$ cat config.mk
export PLATFORM = sky130hd
export DESIGN_NAME = mips32_boot_ctrl
export DESIGN_NICKNAME = d
export VERILOG_FILES = /design/src/rtl/mips32_boot_ctrl.sv
export SDC_FILE = /design/constraint.sdc
export NUM_CORES = 1
export LEC_CHECK = 0
export CAP_MARGIN = 20
export CORE_MARGIN = 4
export CORE_UTILIZATION = 50
export CTS_BUF_LIST = sky130_fd_sc_hd__clkbuf_4
export DETAILED_ROUTE_END_ITERATION = 10
export HOLD_SLACK_MARGIN = 0.15
export PLACE_DENSITY_LB_ADDON = 0.3
export SLEW_MARGIN = 5
export SYNTH_ARGS = -nofsm -noshare
export SYNTH_HDL_FRONTEND = slang
export SYNTH_SLANG_ARGS = --single-unit
$ cat constraint.sdc
create_clock -name clk -period 3.3 [get_ports clk]
set_clock_uncertainty 0.15 [all_clocks]
set_input_delay 0.33 -clock clk [delete_from_list [all_inputs] [get_ports clk]]
set_output_delay 0.33 -clock clk [all_outputs]
set_load 0.005 [all_outputs]
$ cat src/rtl/mips32_boot_ctrl.sv
// Boot sequencer for the mips32 core: seeds the register file, streams a program into memory,
// runs the core under a watchdog, then streams a memory result window out.
module mips32_boot_ctrl #(
  parameter int ADDR_W   = 10,
  parameter int DATA_W   = 32,
  parameter int NREGS    = 32,
  parameter int REG_INIT = 1,
  parameter int TMO_W    = 16
) (
  input  logic                     clk,
  input  logic                     rst_n,
  input  logic                     start,
  input  logic [ADDR_W-1:0]        load_base,
  input  logic [ADDR_W-1:0]        load_len,
  input  logic [ADDR_W-1:0]        dump_base,
  input  logic [ADDR_W-1:0]        dump_len,
  input  logic [TMO_W-1:0]         timeout_cyc,
  input  logic                     s_valid,
  output logic                     s_ready,
  input  logic [DATA_W-1:0]        s_data,
  output logic                     mem_we,
  output logic [ADDR_W-1:0]        mem_addr,
  output logic [DATA_W-1:0]        mem_wdata,
  input  logic [DATA_W-1:0]        mem_rdata,
  output logic                     reg_we,
  output logic [$clog2(NREGS)-1:0] reg_addr,
  output logic [DATA_W-1:0]        reg_wdata,
  output logic                     cpu_run,
  input  logic                     cpu_halted,
  output logic                     m_valid,
  input  logic                     m_ready,
  output logic [DATA_W-1:0]        m_data,
  output logic                     m_last,
  output logic                     busy,
  output logic                     done,
  output logic                     err_tmo
);
  localparam int RW = $clog2(NREGS);

  typedef enum logic [2:0] {
    S_IDLE, S_CLR, S_LOAD, S_RUN, S_DRD, S_DOUT, S_DONE, S_ERR
  } state_t;

  state_t              state_q, state_d;
  logic [ADDR_W-1:0]   lb_q, lb_d, ll_q, ll_d, db_q, db_d, dl_q, dl_d;
  logic [TMO_W-1:0]    tmo_q, tmo_d, cnt_q, cnt_d;
  logic [ADDR_W-1:0]   i_q, i_d, j_q, j_d;
  logic [RW-1:0]       k_q, k_d;
  logic                s_ready_q, s_ready_d, cpu_run_q, cpu_run_d, busy_q, busy_d;
  logic                done_q, done_d, err_q, err_d, reg_we_q, reg_we_d;
  logic [RW-1:0]       reg_addr_q, reg_addr_d;
  logic [DATA_W-1:0]   reg_wdata_q, reg_wdata_d, hold_q, hold_d;
  logic                m_valid_q, m_valid_d, m_last_q, m_last_d, first_q, first_d;

  always_comb begin
    state_d = state_q;
    lb_d = lb_q; ll_d = ll_q; db_d = db_q; dl_d = dl_q; tmo_d = tmo_q;
    i_d = i_q; j_d = j_q; k_d = k_q; cnt_d = cnt_q;
    case (state_q)
      S_IDLE, S_DONE, S_ERR: begin
        if (start) begin
          lb_d = load_base; ll_d = load_len; db_d = dump_base; dl_d = dump_len;
          tmo_d = timeout_cyc;
          i_d = '0; j_d = '0; k_d = '0; cnt_d = '0;
          state_d = S_CLR;
        end
      end
      S_CLR: begin
        if (k_q == RW'(NREGS - 1)) state_d = (ll_q == '0) ? S_RUN : S_LOAD;
        else                       k_d = k_q + 1'b1;
      end
      S_LOAD: begin
        if (s_valid) begin
          i_d = i_q + 1'b1;
          if (i_q == ll_q - 1'b1) state_d = S_RUN;
        end
      end
      S_RUN: begin
        // Halt is checked first so a halt on the watchdog's last cycle still dumps.
        if (cpu_halted)                                   state_d = (dl_q == '0) ? S_DONE : S_DRD;
        else if (tmo_q != '0 && cnt_q == tmo_q - 1'b1)   state_d = S_ERR;
        else if (cnt_q != '1)                             cnt_d = cnt_q + 1'b1;
      end
      S_DRD: state_d = S_DOUT;
      S_DOUT: begin
        if (m_ready) begin
          if (j_q == dl_q - 1'b1) state_d = S_DONE;
          else begin
            j_d = j_q + 1'b1;
            state_d = S_DRD;
          end
        end
      end
      default: state_d = S_IDLE;
    endcase

    s_ready_d   = (state_d == S_LOAD);
    cpu_run_d   = (state_d == S_RUN);
    busy_d      = !(state_d inside {S_IDLE, S_DONE, S_ERR});
    done_d      = (state_d == S_DONE);
    err_d       = (state_d == S_ERR);
    reg_we_d    = (state_d == S_CLR);
    reg_addr_d  = (state_d == S_CLR) ? k_d : '0;
    reg_wdata_d = (state_d == S_CLR && REG_INIT != 0) ? DATA_W'(k_d) : '0;
    m_valid_d   = (state_d == S_DOUT);
    m_last_d    = (state_d == S_DOUT) && (j_d == dl_q - 1'b1);
    // Read data arrives in the first DOUT cycle; it is bypassed then and held afterwards.
    first_d     = (state_q == S_DRD);
    hold_d      = first_q ? mem_rdata : hold_q;
  end

  always_ff @(posedge clk or negedge rst_n) begin
    if (!rst_n) begin
      state_q <= S_IDLE;
      lb_q <= '0; ll_q <= '0; db_q <= '0; dl_q <= '0; tmo_q <= '0;
      i_q <= '0; j_q <= '0; k_q <= '0; cnt_q <= '0;
      s_ready_q <= 1'b0; cpu_run_q <= 1'b0; busy_q <= 1'b0; done_q <= 1'b0; err_q <= 1'b0;
      reg_we_q <= 1'b0; reg_addr_q <= '0; reg_wdata_q <= '0;
      m_valid_q <= 1'b0; m_last_q <= 1'b0; first_q <= 1'b0; hold_q <= '0;
    end else begin
      state_q <= state_d;
      lb_q <= lb_d; ll_q <= ll_d; db_q <= db_d; dl_q <= dl_d; tmo_q <= tmo_d;
      i_q <= i_d; j_q <= j_d; k_q <= k_d; cnt_q <= cnt_d;
      s_ready_q <= s_ready_d; cpu_run_q <= cpu_run_d; busy_q <= busy_d;
      done_q <= done_d; err_q <= err_d;
      reg_we_q <= reg_we_d; reg_addr_q <= reg_addr_d; reg_wdata_q <= reg_wdata_d;
      m_valid_q <= m_valid_d; m_last_q <= m_last_d; first_q <= first_d; hold_q <= hold_d;
    end
  end

  assign s_ready   = s_ready_q;
  assign mem_we    = s_ready_q & s_valid;
  assign mem_addr  = (state_q == S_LOAD) ? lb_q + i_q :
                     (state_q == S_DRD)  ? db_q + j_q : '0;
  assign mem_wdata = mem_we ? s_data : '0;
  assign reg_we    = reg_we_q;
  assign reg_addr  = reg_addr_q;
  assign reg_wdata = reg_wdata_q;
  assign cpu_run   = cpu_run_q;
  assign m_valid   = m_valid_q;
  assign m_data    = first_q ? mem_rdata : hold_q;
  assign m_last    = m_last_q;
  assign busy      = busy_q;
  assign done      = done_q;
  assign err_tmo   = err_q;
endmodule

# ---- Word-level counts from Yosys, hierarchy flattened
# Index checks and enable logic that the tools add are counted.
dict set report totals {
  reg_bits 151
  in_bits 126
  out_inout_bits 120
  wordCells 103
}
dict set report op_classes {
  n_addsub 9
  eq_ne 24
  n_mux 32
  bitwise_logic 1
  n_reduce_logical 15
}
# cell count
set op_table {}
lappend op_table {{$mux 10} 7}
lappend op_table {{$mux 16} 4}
lappend op_table {{$mux 32} 2}
lappend op_table {{$pmux 10 s2} 2}
lappend op_table {{$pmux 16 s2} 1}
lappend op_table {{$eq 10x10->1} 3}
lappend op_table {{$eq 3x3->1 const B} 7}
lappend op_table {{$mux 3} 7}
lappend op_table {{$add 10x1->10 const B} 2}
lappend op_table {{$add 10x10->10} 2}
lappend op_table {{$logic_not 10->1} 2}
lappend op_table {{$mux 5} 4}
lappend op_table {{$sub 10x1->10 const B} 2}
lappend op_table {{$pmux 3 s6} 1}
lappend op_table {{$add 16x1->16 const B} 1}
lappend op_table {{$eq 16x16->1} 1}
lappend op_table {{$ne 16x16->1 const B} 1}
lappend op_table {{$reduce_bool 16->1} 1}
lappend op_table {{$sub 16x1->16 const B} 1}
lappend op_table {{$eq 3x2->1 const B} 4}
lappend op_table {{$ne 2x2->1 const B} 5}
lappend op_table {{$pmux 5 s2} 1}
lappend op_table {{$eq 3x1->1 const B} 2}
lappend op_table {{$logic_not 3->1} 2}
lappend op_table {{other kinds (13)} 16}

# ---- Logic depth before layout (Yosys ltp)
dict set report logic_depth {
  depth_word 9
  depth_mapped 13
  depth_no_buf 12
}

# ---- Worst setup path after synthesis
# Ideal clock, no wire load.
dict set report synth_timing {
  path_kind {reg2reg}
  start {register dl_q[0]}
  end {register m_last_q, in the netlist m_last}
  setup_ps 101
  arrival_time_ps 2764
  required_ps 3049
  slack_ps 285
  stages_incl_launch_ff 14
  n_path_buf 1
  synth_period_minus_slack_ps 3015
  cell_sequence {dfrtp_1 -> inv_1 -> ha_1 -> nor3b_1 -> xnor3_1 -> o21ai_0 -> and4bb_1 -> and2_1 -> buf_4 -> or4_1 -> nand3_1 -> xnor2_1 -> nand4_1 -> nor4_1}
}
dict set report synth_between {
  elab_chain_len 7
  elab_cells_between_ends 14
  classes_between {add/sub: 1; eq/ne: 3; mux: 8; reduce/logical: 2}
}
# item line
set synth_lines {}
lappend synth_lines {{start: declaration} 45} ;# logic [ADDR_W-1:0] lb_q, lb_d, ll_q, ll_d, db_q, db_d, dl_q, dl_d;
lappend synth_lines {{start signal: assignment} 115} ;# lb_q <= '0; ll_q <= '0; db_q <= '0; dl_q <= '0; tmo_q <= '0;
lappend synth_lines {{start signal: assignment} 122} ;# lb_q <= lb_d; ll_q <= ll_d; db_q <= db_d; dl_q <= dl_d; tmo_q <= tmo_d;
lappend synth_lines {{$sub 10x1->10} 87} ;# if (j_q == dl_q - 1'b1) state_d = S_DONE;
lappend synth_lines {{$eq 10x10->1} 87}
lappend synth_lines {{$mux 10} 87}
lappend synth_lines {{$mux 10} 86} ;# if (m_ready) begin
lappend synth_lines {{$pmux 10 s2} 59} ;# case (state_q)
lappend synth_lines {{via j_d[7]} 47} ;# logic [ADDR_W-1:0] i_q, i_d, j_q, j_d;
lappend synth_lines {{$eq 10x10->1} 106} ;# m_last_d = (state_d == S_DOUT) && (j_d == dl_q - 1'b1);
lappend synth_lines {{$logic_and 1x1->1} 106}
lappend synth_lines {{via m_last_d} 53} ;# logic m_valid_q, m_valid_d, m_last_q, m_last_d, first_q, first_d;
lappend synth_lines {{end signal: assignment} 127} ;# m_valid_q <= m_valid_d; m_last_q <= m_last_d; first_q <= first_d; hold_q <= hold_d;
lappend synth_lines {{end: declaration} 53}
# The timed path passes the listed nets, and every way through them passes these cells.
# A chain may end at the register's enable or synchronous reset.

# ---- Worst setup path in the final report
dict set report layout_timing {
  start {register lb_q[0]}
  end {output mem_addr[8]}
}
dict set report layout_between {
  elab_chain_len 2
}
# item line
set layout_lines {}
lappend layout_lines {{start: declaration} 45}
lappend layout_lines {{start signal: assignment} 115}
lappend layout_lines {{start signal: assignment} 122}
lappend layout_lines {{$add 10x10->10} 133} ;# assign mem_addr = (state_q == S_LOAD) ? lb_q + i_q :
lappend layout_lines {{$mux 10} 133}
lappend layout_lines {{end: declaration} 22} ;# output logic [ADDR_W-1:0] mem_addr,
# No other way between the ends.

==> impl_summary.log <==
[metrics] delay-heaviest family, CP: compound AO/OA/AOI/OAI gates
[metrics] number of placement rows: 48
[metrics] area of the placeable core: around 17000 um2
[metrics] GR Overflow Total: 0
[metrics] total number of vias: around 8000
[metrics] Worst slew margin: 46.9%
[metrics] routed length per instance: 17.4 um
[metrics] number of DRC markers in iteration 0: 569
[metrics] Fin. Hold Viols: 0
[metrics] leakage power figure: 0.00555 uW
[metrics] number of sinks on the clock net: 146
[metrics] fraction of layout instances using a drive strength above 1: 13.3%
[metrics] outcome: finished with violations
[metrics] maximum count of clock buffers along a single path: 2
[metrics] half-perimeter wire length of the detailed placement result: 18.6 mm
[metrics] GRT Total Usage: 25.2%
[metrics] Initial Util: 50.9%
[metrics] element type at the critical path end: output port
[metrics] cell at the slowest stage of the critical path: sky130_fd_sc_hd__dfrtp_1
[metrics] number of DRC violations after detailed routing: 0
[metrics] area added between synthesis and finish: 39.5%
[metrics] critical path depth: 13
[metrics] worst-skew pair later-pin latency: 580 ps
[metrics] failing checks: setup timing
[metrics] share of the core filled with cells in the final layout: 71.0%
[metrics] fin worst setup slack: -150 ps
[metrics] critical path startpoint category: register
[metrics] clock tree from TritonCTS: done
[metrics] actual slew at the worst max-slew pin: between 700 and 800 ps
[metrics] peak ir drop on the vdd network: between 500 and 600 uV
[metrics] synthesis-stage register bit count: 146
[metrics] vertical die dimension: roughly 140 um
[metrics] RSZ-0062 raised after global routing: yes
[metrics] IO Port Bufs: about 220
[metrics] number of warnings printed during yosys synthesis: 0
[metrics] number of buffers added by the clock tree synthesis step: 17
[metrics] antenna-violating nets left: 0
[metrics] worst path required time: approximately 2800 ps
[metrics] buffering stage count on the worst path with inverters included: 3
[metrics] total power per unit cell area: between 700 and 800 nW/um2
[metrics] most frequent standard cell in the layout excluding fill and tap cells: sky130_fd_sc_hd__clkdlybuf4s50_1
[metrics] predominant post-synthesis flop cell: sky130_fd_sc_hd__dfrtp_1
[metrics] share of the clock period used by the worst path after layout: 105%
[metrics] global-route wire length before repair: 40.0 mm
[metrics] count of filler cells inserted in the layout: 1280
[metrics] area of the die: ~20000 um2
[metrics] Period minus WS final: 3450 ps
[metrics] post-route total power: ~9000 uW
[metrics] Register-to-Register Path Depth: 10
[metrics] portion of the post-synthesis area used by sequential elements: 41.6%
[metrics] Syn Inst Count: 960
[metrics] CTS clk-pin slew, worst paths: around 150 ps
[metrics] CTS Root Cell: sky130_fd_sc_hd__clkbuf_4
[metrics] DRT Pass-1 Iters: 5
[metrics] number of different library cells in the post-synthesis netlist: 73
[metrics] highest clock frequency the design can meet: 290 MHz
[metrics] signal arrival time at the worst endpoint: 2970 ps
[metrics] level count of the clock H-tree: 4
[metrics] final setup violation count: 3
[metrics] most used cells in the layout excluding fill and tap cells: sky130_fd_sc_hd__clkdlybuf4s50_1 (211), sky130_fd_sc_hd__nand2_1 (191), sky130_fd_sc_hd__dfrtp_1 (144)
[metrics] Via-to-Cell Ratio: 5.42
[metrics] share of async-settable or async-resettable flops after synthesis: 100%
[metrics] path category of the worst min-delay check: in2async
[metrics] list of cells traversed by the critical path: ha_2 -> inv_2 -> fa_2 -> inv_2 -> a21oi_2 -> o21bai_1 -> a21oi_1 -> o21bai_1 -> a21o_1 -> a21oi_2 -> xor2_1 -> o22ai_1 -> buf_2
[metrics] pin count of the biggest net entering global routing: 75
[metrics] maximum single-stage delay on the critical path: 370 ps
[metrics] Max Transition Viols Final: 0
[metrics] Crit Path Max Fanout: 2
[metrics] EDFF count, synth: 0
[metrics] Max Cap Violations: 0
[metrics] Final nets: between 1000 and 1500
[metrics] number of antenna violations at the first check in global routing: 2
[metrics] Routability Congestion: between 0.8 and 0.9
[metrics] Crit Path Category: reg2out
[metrics] number of global-route vias before repair: 7623
[metrics] die boundary width: 140 um
[metrics] count of boundary I/O pins: roughly 250
[metrics] area of the mapped netlist: 8780 um2
[metrics] total wire length: around 26 mm
[metrics] mean post-synth cell area: roughly 9.1 um2
-- state kept, by name (all words and copies together), names as in the netlist, 3 cells and up --
register and count:
k_q 5, j_q 10, dl_q 10, hold_q 32
reg_wdata 5, lb_q 10, db_q 10, ll_q 10
state_q 3, tmo_q 16, cnt_q 16, i_q 10
-- layout make-up --
class / count / area [um2] / share of cell area (%)
clock inverter: 15 / 168 / 1.37
antenna: 2 / 5.00 / 0.0409
multi-input combinational: 729 / 4820 / 39.4
timing repair buffer: 317 / 3050 / 25.0
tap: 225 / 282 / 2.30
inverter: 34 / 128 / 1.04
clock buffer: 17 / 128 / 1.04
sequential: 146 / 3660 / 29.9
-- worst register-to-register path, cell delays in order (launching register included) --
cell                       delay [ps]
sky130_fd_sc_hd__dfrtp_1          400
sky130_fd_sc_hd__or4_4            560
sky130_fd_sc_hd__nor4_4           320
sky130_fd_sc_hd__nand4b_1         160
sky130_fd_sc_hd__mux2i_1          170
sky130_fd_sc_hd__a211oi_2         340
sky130_fd_sc_hd__o41ai_4          120
sky130_fd_sc_hd__buf_6            160
sky130_fd_sc_hd__or2_4            270
sky130_fd_sc_hd__or3_1            310
sky130_fd_sc_hd__a21oi_1          120
-- cells in the mapped netlist (7+ instances only) --
cell type / number / share of area, %
sky130_fd_sc_hd__o21ai_0: 32 / 1.8
sky130_fd_sc_hd__nor4_1: 10 / 0.71
sky130_fd_sc_hd__xnor2_1: 56 / 5.6
sky130_fd_sc_hd__o22ai_1: 11 / 0.78
sky130_fd_sc_hd__mux2_2: 33 / 4.2
sky130_fd_sc_hd__inv_1: 34 / 1.5
sky130_fd_sc_hd__mux2i_1: 9 / 1.0
sky130_fd_sc_hd__dfrtp_1: 146 / 42
sky130_fd_sc_hd__a21oi_1: 31 / 1.8
sky130_fd_sc_hd__buf_1: 9 / 0.38
sky130_fd_sc_hd__buf_4: 33 / 2.8
sky130_fd_sc_hd__o211ai_1: 7 / 0.60
sky130_fd_sc_hd__clkbuf_1: 32 / 1.4
sky130_fd_sc_hd__ha_1: 26 / 3.7
sky130_fd_sc_hd__o21bai_1: 9 / 0.77
sky130_fd_sc_hd__nor2_1: 51 / 2.2
sky130_fd_sc_hd__and3_1: 41 / 2.9
sky130_fd_sc_hd__nand4_1: 11 / 0.78
sky130_fd_sc_hd__nand3_1: 24 / 1.4
sky130_fd_sc_hd__nor3_1: 19 / 1.1
sky130_fd_sc_hd__nand2_1: 191 / 8.2
sky130_fd_sc_hd__or3_1: 7 / 0.50
sky130_fd_sc_hd__xor2_1: 27 / 2.7
-- logic make-up (layout without fill, tap and decap cells) --
group | after synthesis | after routing | share of synthesized area (%)
buf+inv | 111 | 383 | 6.34
fa+ha+maj | 28 | 28 | 4.16
simple gates | 406 | 406 | 22.9
xor+xnor | 86 | 86 | 9.07
compound gates | 140 | 140 | 10.6
mux | 42 | 42 | 5.26
flops | 146 | 146 | 41.6
other cells | 1 | 29 | 0.0427
-- routing by layer --
metal	global-route usage [%]	part of all wire (%)
met1	33.2	42
met2	41.7	49
met3	5.57	6.7
met4	7.55	2.6
met5	0	0
-- metrics by stage --
| stage | setup TNS [ps] | hold slack [ps] | cell area (um2) | std cells | worst slack, ps |
|---|---|---|---|---|---|
| 6_report | -197 | 179 | 12200 | 1485 | -150 |
| 5_1_grt | -696 | 153 | 12200 | 1485 | -270 |
| 4_1_cts | -62.3 | 153 | 12000 | 1470 | -35.1 |
| 3_5_place_dp | 0 | 250 | 11200 | 1384 | 53.3 |
| 3_3_place_gp | 0 | 245 | 11200 | 1384 | 122 |
| 2_1_floorplan | 0 | -116 | 8870 | 986 | 285 |
-- report_power, final --
part | internal (uW) | leakage [uW] | total (uW) | switching, uW
logic | 2450 | 0.00353 | 4760 | 2310
registers | 2430 | 0.00186 | 3070 | 641
clock network | 410 | 0.000153 | 1160 | 753
total | 5290 | 0.00555 | 8990 | 3700
-- worst paths after layout --
kind | start | endpoint | slack [ps]
max | lb_q[0] | mem_addr[8] | -150
min | rst_n | k_q[3] | 180
max reg2reg | tmo_q[5] | cnt_q[12] | 140
min reg2reg | db_q[4] | db_q[4] | 360
max in group asynchronous | rst_n | done | 1940
min in group clk | timeout_cyc[13] | tmo_q[13] | 190
-- what timing repair did --
item / in CTS / in global routing
buffers inserted: 6 / 12
endpoints found under the setup margin: 5 / 15
gates resized for setup: 26 / 26
pin swaps: 15 / 20
hold buffers: 48 / 1
endpoints found under the hold margin: 164 / 1
No activity file was read; power rests on OpenSTA's default activity.
